===== config.mk =====
export PLATFORM = sky130hd
export DESIGN_NAME = swd_rsp_capture
export DESIGN_NICKNAME = d
export VERILOG_FILES = /design/src/rtl/swd_rsp_capture.sv
export SDC_FILE = /design/constraint.sdc
export NUM_CORES = 1
export LEC_CHECK = 0
export BUFFER_PORTS_ARGS = -buffer_cell sky130_fd_sc_hd__buf_2
export CAP_MARGIN = 40
export CORE_UTILIZATION = 55
export DETAILED_ROUTE_END_ITERATION = 7
export PLACE_DENSITY = 0.81
export REMOVE_ABC_BUFFERS = 1
export SLEW_MARGIN = 20
export SYNTH_ARGS = -nofsm -noshare
export SYNTH_HDL_FRONTEND = slang
export SYNTH_SLANG_ARGS = --single-unit

===== constraint.sdc =====
create_clock -name sck -period 5.19 [get_ports sck]
set_clock_uncertainty 0.15 [all_clocks]
set_input_delay 0.2595 -clock sck [delete_from_list [all_inputs] [get_ports sck]]
set_output_delay 0.2595 -clock sck [all_outputs]
set_load 0.1 [all_outputs]

===== src/rtl/swd_rsp_capture.sv =====
// SWD response deserialiser: follows the frontend's fixed frame timing on sck,
// captures ACK, read data and parity, and reports per-frame status until reset.
module swd_rsp_capture #(
    parameter int DATA_W  = 32,
    parameter int ACK_BIT = 11,
    parameter int RD_BIT  = 14,
    parameter int WR_LAST = 47
) (
    input  logic              sck,
    input  logic              rst_n,
    input  logic              rnw,
    input  logic              miso,
    output logic [2:0]        ack,
    output logic              ack_valid,
    output logic [DATA_W-1:0] rdata,
    output logic              rdata_valid,
    output logic              parity_err,
    output logic              no_resp,
    output logic              frame_done,
    output logic [5:0]        bit_idx
);

    // state  | meaning
    // HDR    | request header going out, miso ignored, rnw latched at bit 0
    // ACK    | shifting in the 3 ACK bits, decision on the last one
    // RDATA  | shifting in read data LSB-first, running parity
    // RPAR   | sampling the read parity bit, publishing read results
    // WSKIP  | host drives write data, waiting for the write parity bit
    // DONE   | frame finished, everything frozen until reset
    typedef enum logic [2:0] {
        S_HDR   = 3'd0,
        S_ACK   = 3'd1,
        S_RDATA = 3'd2,
        S_RPAR  = 3'd3,
        S_WSKIP = 3'd4,
        S_DONE  = 3'd5
    } state_t;

    localparam logic [5:0] HDR_LAST = 6'(ACK_BIT - 1);
    localparam logic [5:0] ACK_LAST = 6'(ACK_BIT + 2);
    localparam logic [5:0] RD_LAST  = 6'(RD_BIT + DATA_W - 1);
    localparam logic [5:0] WR_END   = 6'(WR_LAST);

    state_t     state;
    logic       rnw_q;
    logic       par;
    logic [2:0] ack_nxt;

    // ACK value including the bit being sampled now, used for the decision
    assign ack_nxt = {miso, ack[2:1]};

    always_ff @(posedge sck) begin
        if (!rst_n) begin
            state       <= S_HDR;
            rnw_q       <= 1'b0;
            par         <= 1'b0;
            ack         <= 3'b000;
            ack_valid   <= 1'b0;
            rdata       <= '0;
            rdata_valid <= 1'b0;
            parity_err  <= 1'b0;
            no_resp     <= 1'b0;
            frame_done  <= 1'b0;
            bit_idx     <= 6'd0;
        end else begin
            if (state != S_DONE) begin
                bit_idx <= bit_idx + 6'd1;
            end
            case (state)
                S_HDR: begin
                    if (bit_idx == 6'd0) begin
                        rnw_q <= rnw;
                    end
                    if (bit_idx == HDR_LAST) begin
                        state <= S_ACK;
                    end
                end
                S_ACK: begin
                    ack <= ack_nxt;
                    if (bit_idx == ACK_LAST) begin
                        ack_valid <= 1'b1;
                        if (ack_nxt != 3'b001) begin
                            state      <= S_DONE;
                            frame_done <= 1'b1;
                            no_resp    <= (ack_nxt == 3'b111);
                        end else if (rnw_q) begin
                            state <= S_RDATA;
                        end else begin
                            state <= S_WSKIP;
                        end
                    end
                end
                S_RDATA: begin
                    rdata <= {miso, rdata[DATA_W-1:1]};
                    par   <= par ^ miso;
                    if (bit_idx == RD_LAST) begin
                        state <= S_RPAR;
                    end
                end
                S_RPAR: begin
                    parity_err  <= par ^ miso;
                    rdata_valid <= 1'b1;
                    frame_done  <= 1'b1;
                    state       <= S_DONE;
                end
                S_WSKIP: begin
                    if (bit_idx == WR_END) begin
                        frame_done <= 1'b1;
                        state      <= S_DONE;
                    end
                end
                S_DONE: begin
                end
                default: begin
                    frame_done <= 1'b1;
                    state      <= S_DONE;
                end
            endcase
        end
    end

endmodule

==> impl_results.rst <==
.. list-table::
   :header-rows: 1

   * - Metric
     - Value
   * - Status
     - finished clean
   * - DIE WIDTH
     - 64.5 µm
   * - CP Data Arrival Time
     - ~2.1 ns
   * - Number of nets still failing antenna checks after routing
     - 0
   * - Placer Congestion
     - 0.782
   * - Worst r2r src
     - state[1]$_SDFFE_PN0P_
   * - Most frequent standard cell in the layout excluding fill and tap cells
     - sky130_fd_sc_hd__nand2_1
   * - Syn avg cell area
     - 8.60 µm²
   * - Post-layout power
     - slightly below 0.7 mW
   * - Insertion delay of the later-clocked pin in the worst-skew pair
     - a little over 0.3 ns
   * - Worst setup slack for register-to-register paths
     - 3.12 ns
   * - Type of the tightest min-delay check
     - in2reg
   * - Synth Cell Area
     - roughly 0.0022 mm²
   * - Largest fanout of any net on the critical path
     - 20
   * - Final total negative setup slack
     - 0 ns
   * - Cell count of the worst reg-to-reg path
     - 4
   * - Clock-pin slew on the worst setup and hold paths
     - ~0.090 ns
   * - Chip height
     - ~65 µm
   * - Required time reported for the critical path endpoint
     - ~5.2 ns
   * - Number of flops mapped to enable cells by yosys
     - 0
   * - Initial Util
     - 0.579
   * - Worst-case vdd ir drop
     - about 0.00015 V
   * - Quantity of I/O buffers inserted on ports
     - 49
   * - Critical path class
     - reg2reg
   * - Quantity of gates resized following cts
     - 0
   * - Remaining global-route overflow
     - 0
   * - Relative slew margins
     - 0.469
   * - Maximum clock path buffer count
     - 2
   * - Post-layout instance area
     - between 0.002 and 0.0025 mm²
   * - H-tree lvl count
     - 2
   * - Count of pins on the block boundary
     - 50
   * - Number of distinct library cells after synthesis
     - 39
   * - Gate Count Post-Synth
     - 250
   * - Placeable core region
     - between 0.003 and 0.004 mm²
   * - Number of diodes
     - 0
   * - Routed via count
     - approximately 1800
   * - Maximum number of pins on one net before global-route repair
     - approximately 50
   * - Fraction of final layout cells with drive strength greater than 1
     - 0.242
   * - Vias in the first global route
     - around 1600
   * - Via density per instance
     - 5.31
   * - Areal power density over the cells
     - 276 mW/mm²
   * - TritonCTS clock tree
     - built
   * - Register bit count reported by yosys
     - between 50 and 60
   * - Crit. End Element
     - register
   * - Clk Tree Root Cell
     - sky130_fd_sc_hd__clkbuf_8
   * - Detailed Routing Iterations Pass 1
     - 4
   * - Global-route usage over all layers
     - 0.220
   * - Highest-count cells in the layout ignoring fill and taps
     - sky130_fd_sc_hd__nand2_1 (69), sky130_fd_sc_hd__dfxtp_1 (51), sky130_fd_sc_hd__buf_2 (49), sky130_fd_sc_hd__a21oi_1 (34), sky130_fd_sc_hd__nor2_1 (20)
   * - Final number of setup-violating endpoints
     - 0
   * - Total half-perimeter wirelength after legalization and detailed placement
     - between 2000 and 3000 µm
   * - Worst setup timing slack at the placement stage
     - between 3 and 4 ns
   * - Leak Pwr
     - around 1.0 nW
   * - Number of antenna violations at the first check in global routing
     - 0
   * - Post-detailed-route wirelength per cell
     - 12.2 µm
   * - Floorplan die area
     - around 0.0042 mm²
   * - Final wirelength
     - 4150 µm
   * - Proportion of register bits with asynchronous set or reset after synthesis
     - 0
   * - 1st-iter DRT viols
     - around 110
   * - Final critical path time including I/O delays and setup
     - around 2.1 ns
   * - Unrepaired setup endpoints after global routing
     - false
   * - First-pass GRT wire length
     - about 7000 µm
   * - Worst slew pin tran
     - just under 0.8 ns
   * - Number of buffers created by CTS
     - 5
   * - Share of the clock period used by the worst path after layout
     - 0.399
   * - Critical Path Start Type
     - register
   * - Placed standard-cell area
     - 0.00238 mm²
   * - Synthesis-to-layout area growth
     - 14.6%
   * - Slew Limit Fails
     - 0
   * - Total number of yosys warnings
     - 0
   * - Max cap viols
     - 0
   * - Clk sinks
     - 51
   * - Worst setup path endpoint
     - rdata[14]$_SDFFE_PN0P_
   * - Final hold violations
     - 0
   * - Net count, final
     - 301
   * - Worst Slack Setup Final
     - 3.12 ns
   * - Maximum clock frequency
     - slightly below 500 MHz
   * - Num rows
     - 22
   * - CTS Hold Buffers Added
     - 0
   * - Prevailing post-synth register cell
     - sky130_fd_sc_hd__dfxtp_1
   * - Setup Fix Bufs, Post-CTS
     - 0
   * - Sequential cell area fraction in the yosys report
     - 0.475
   * - Crit. Startpoint
     - state[1]$_SDFFE_PN0P_
   * - Reg-to-reg critical path endpoint
     - rdata[14]$_SDFFE_PN0P_
   * - DRC errors left
     - 0
==> worst min path at each step <==
stage | from | end | slack, ns | cells past startpoint
detailed placement | rdata[0]$_SDFFE_PN0P_ | rdata[0]$_SDFFE_PN0P_ | 0.31 | 2
finish | rnw | rnw_q$_SDFFE_PN0P_ | 0.03 | 3
floorplan | rst_n | frame_done$_SDFFE_PN0P_ | 0.23 | 1
CTS | rnw | rnw_q$_SDFFE_PN0P_ | 0.03 | 3
global route | rst_n | state[2]$_SDFFE_PN0P_ | 0.06 | 2
global placement | rdata[0]$_SDFFE_PN0P_ | rdata[0]$_SDFFE_PN0P_ | 0.29 | 2
==> power by group <==
group / leakage, nW / internal (mW) / switching (mW)
registers: 0.412 / 0.396 / 0.00860
clock network: 0.0440 / 0.0924 / 0.128
logic: 0.549 / 0.0157 / 0.0411
total: 1.01 / 0.504 / 0.178
==> per-stage QoR <==
stage | std cells | util | hold slack, ns
global route | 341 | 0.663 | 0.0582
finish | 341 | 0.663 | 0.0346
floorplan | 235 | - | 0.227
global placement | 332 | 0.635 | 0.292
CTS | 341 | 0.663 | 0.0301
detailed placement | 334 | 0.641 | 0.306
==> synthesized netlist by cell type (2+ instances only) <==
master	number	area, µm²
sky130_fd_sc_hd__nand4_1	3	18.8
sky130_fd_sc_hd__nand3b_1	2	15.0
sky130_fd_sc_hd__inv_1	4	15.0
sky130_fd_sc_hd__xor2_1	5	43.8
sky130_fd_sc_hd__ha_1	4	50.1
sky130_fd_sc_hd__xnor2_1	2	17.5
sky130_fd_sc_hd__buf_6	4	45.0
sky130_fd_sc_hd__a211oi_1	3	22.5
sky130_fd_sc_hd__o21a_1	2	15.0
sky130_fd_sc_hd__inv_2	2	7.51
sky130_fd_sc_hd__a31oi_1	2	12.5
sky130_fd_sc_hd__a21oi_1	34	170
sky130_fd_sc_hd__a41oi_1	2	17.5
sky130_fd_sc_hd__nor3b_4	2	37.5
sky130_fd_sc_hd__nor4b_1	2	17.5
sky130_fd_sc_hd__nand3_1	5	25.0
sky130_fd_sc_hd__nor2_1	20	75.1
sky130_fd_sc_hd__clkbuf_1	10	37.5
sky130_fd_sc_hd__nand2_1	69	259
sky130_fd_sc_hd__mux2i_1	4	40.0
sky130_fd_sc_hd__dfxtp_1	51	1020
==> layer usage <==
layer  track usage  wire [µm]  vias up
met5             0          0        -
met4         0.114        113        0
met3        0.0634        137       10
met2         0.346       1900       38
met1         0.271       2000      835
li1              -          -      928
==> worst max-delay path: stages, from the launching register on <==
cell and delay [ns]:
sky130_fd_sc_hd__dfxtp_1 0.57, sky130_fd_sc_hd__nand3_1 0.66, sky130_fd_sc_hd__buf_6 0.39, sky130_fd_sc_hd__nand2_1 0.08, sky130_fd_sc_hd__a21oi_1 0.06
==> cell families (layout without fill, tap and decap cells) <==
family / after synthesis / after routing / share of synthesized area
and+or+nand+nor: 112 / 112 / 0.247
AOI/OAI and AO/OA: 51 / 51 / 0.153
DFF: 51 / 51 / 0.475
buffers and inverters: 21 / 64 / 0.0553
xor gates and xnor gates: 7 / 7 / 0.0285
adders and majority gates: 4 / 4 / 0.0233
muxes: 4 / 4 / 0.0186
==> cell type report <==
cell class	instances	area, µm²
inverters	6	22.5
multi-input cells	178	1010
well taps	48	60.1
repair buffers	51	268
clock inverters	2	13.8
fillers	355	1250
clock buffers	5	68.8
flip-flops and latches	51	1020
==> flip-flops by register name, summed over array words and instances (netlist names) <==
| signal | flops |
|---|---|
| ack | 3 |
| ack_valid | 1 |
| bit_idx | 6 |
| frame_done | 1 |
| no_resp | 1 |
| par | 1 |
| parity_err | 1 |
| rdata | 32 |
| rdata_valid | 1 |
| rnw_q | 1 |
| state | 3 |
Power figures use the tool's default switching activity.
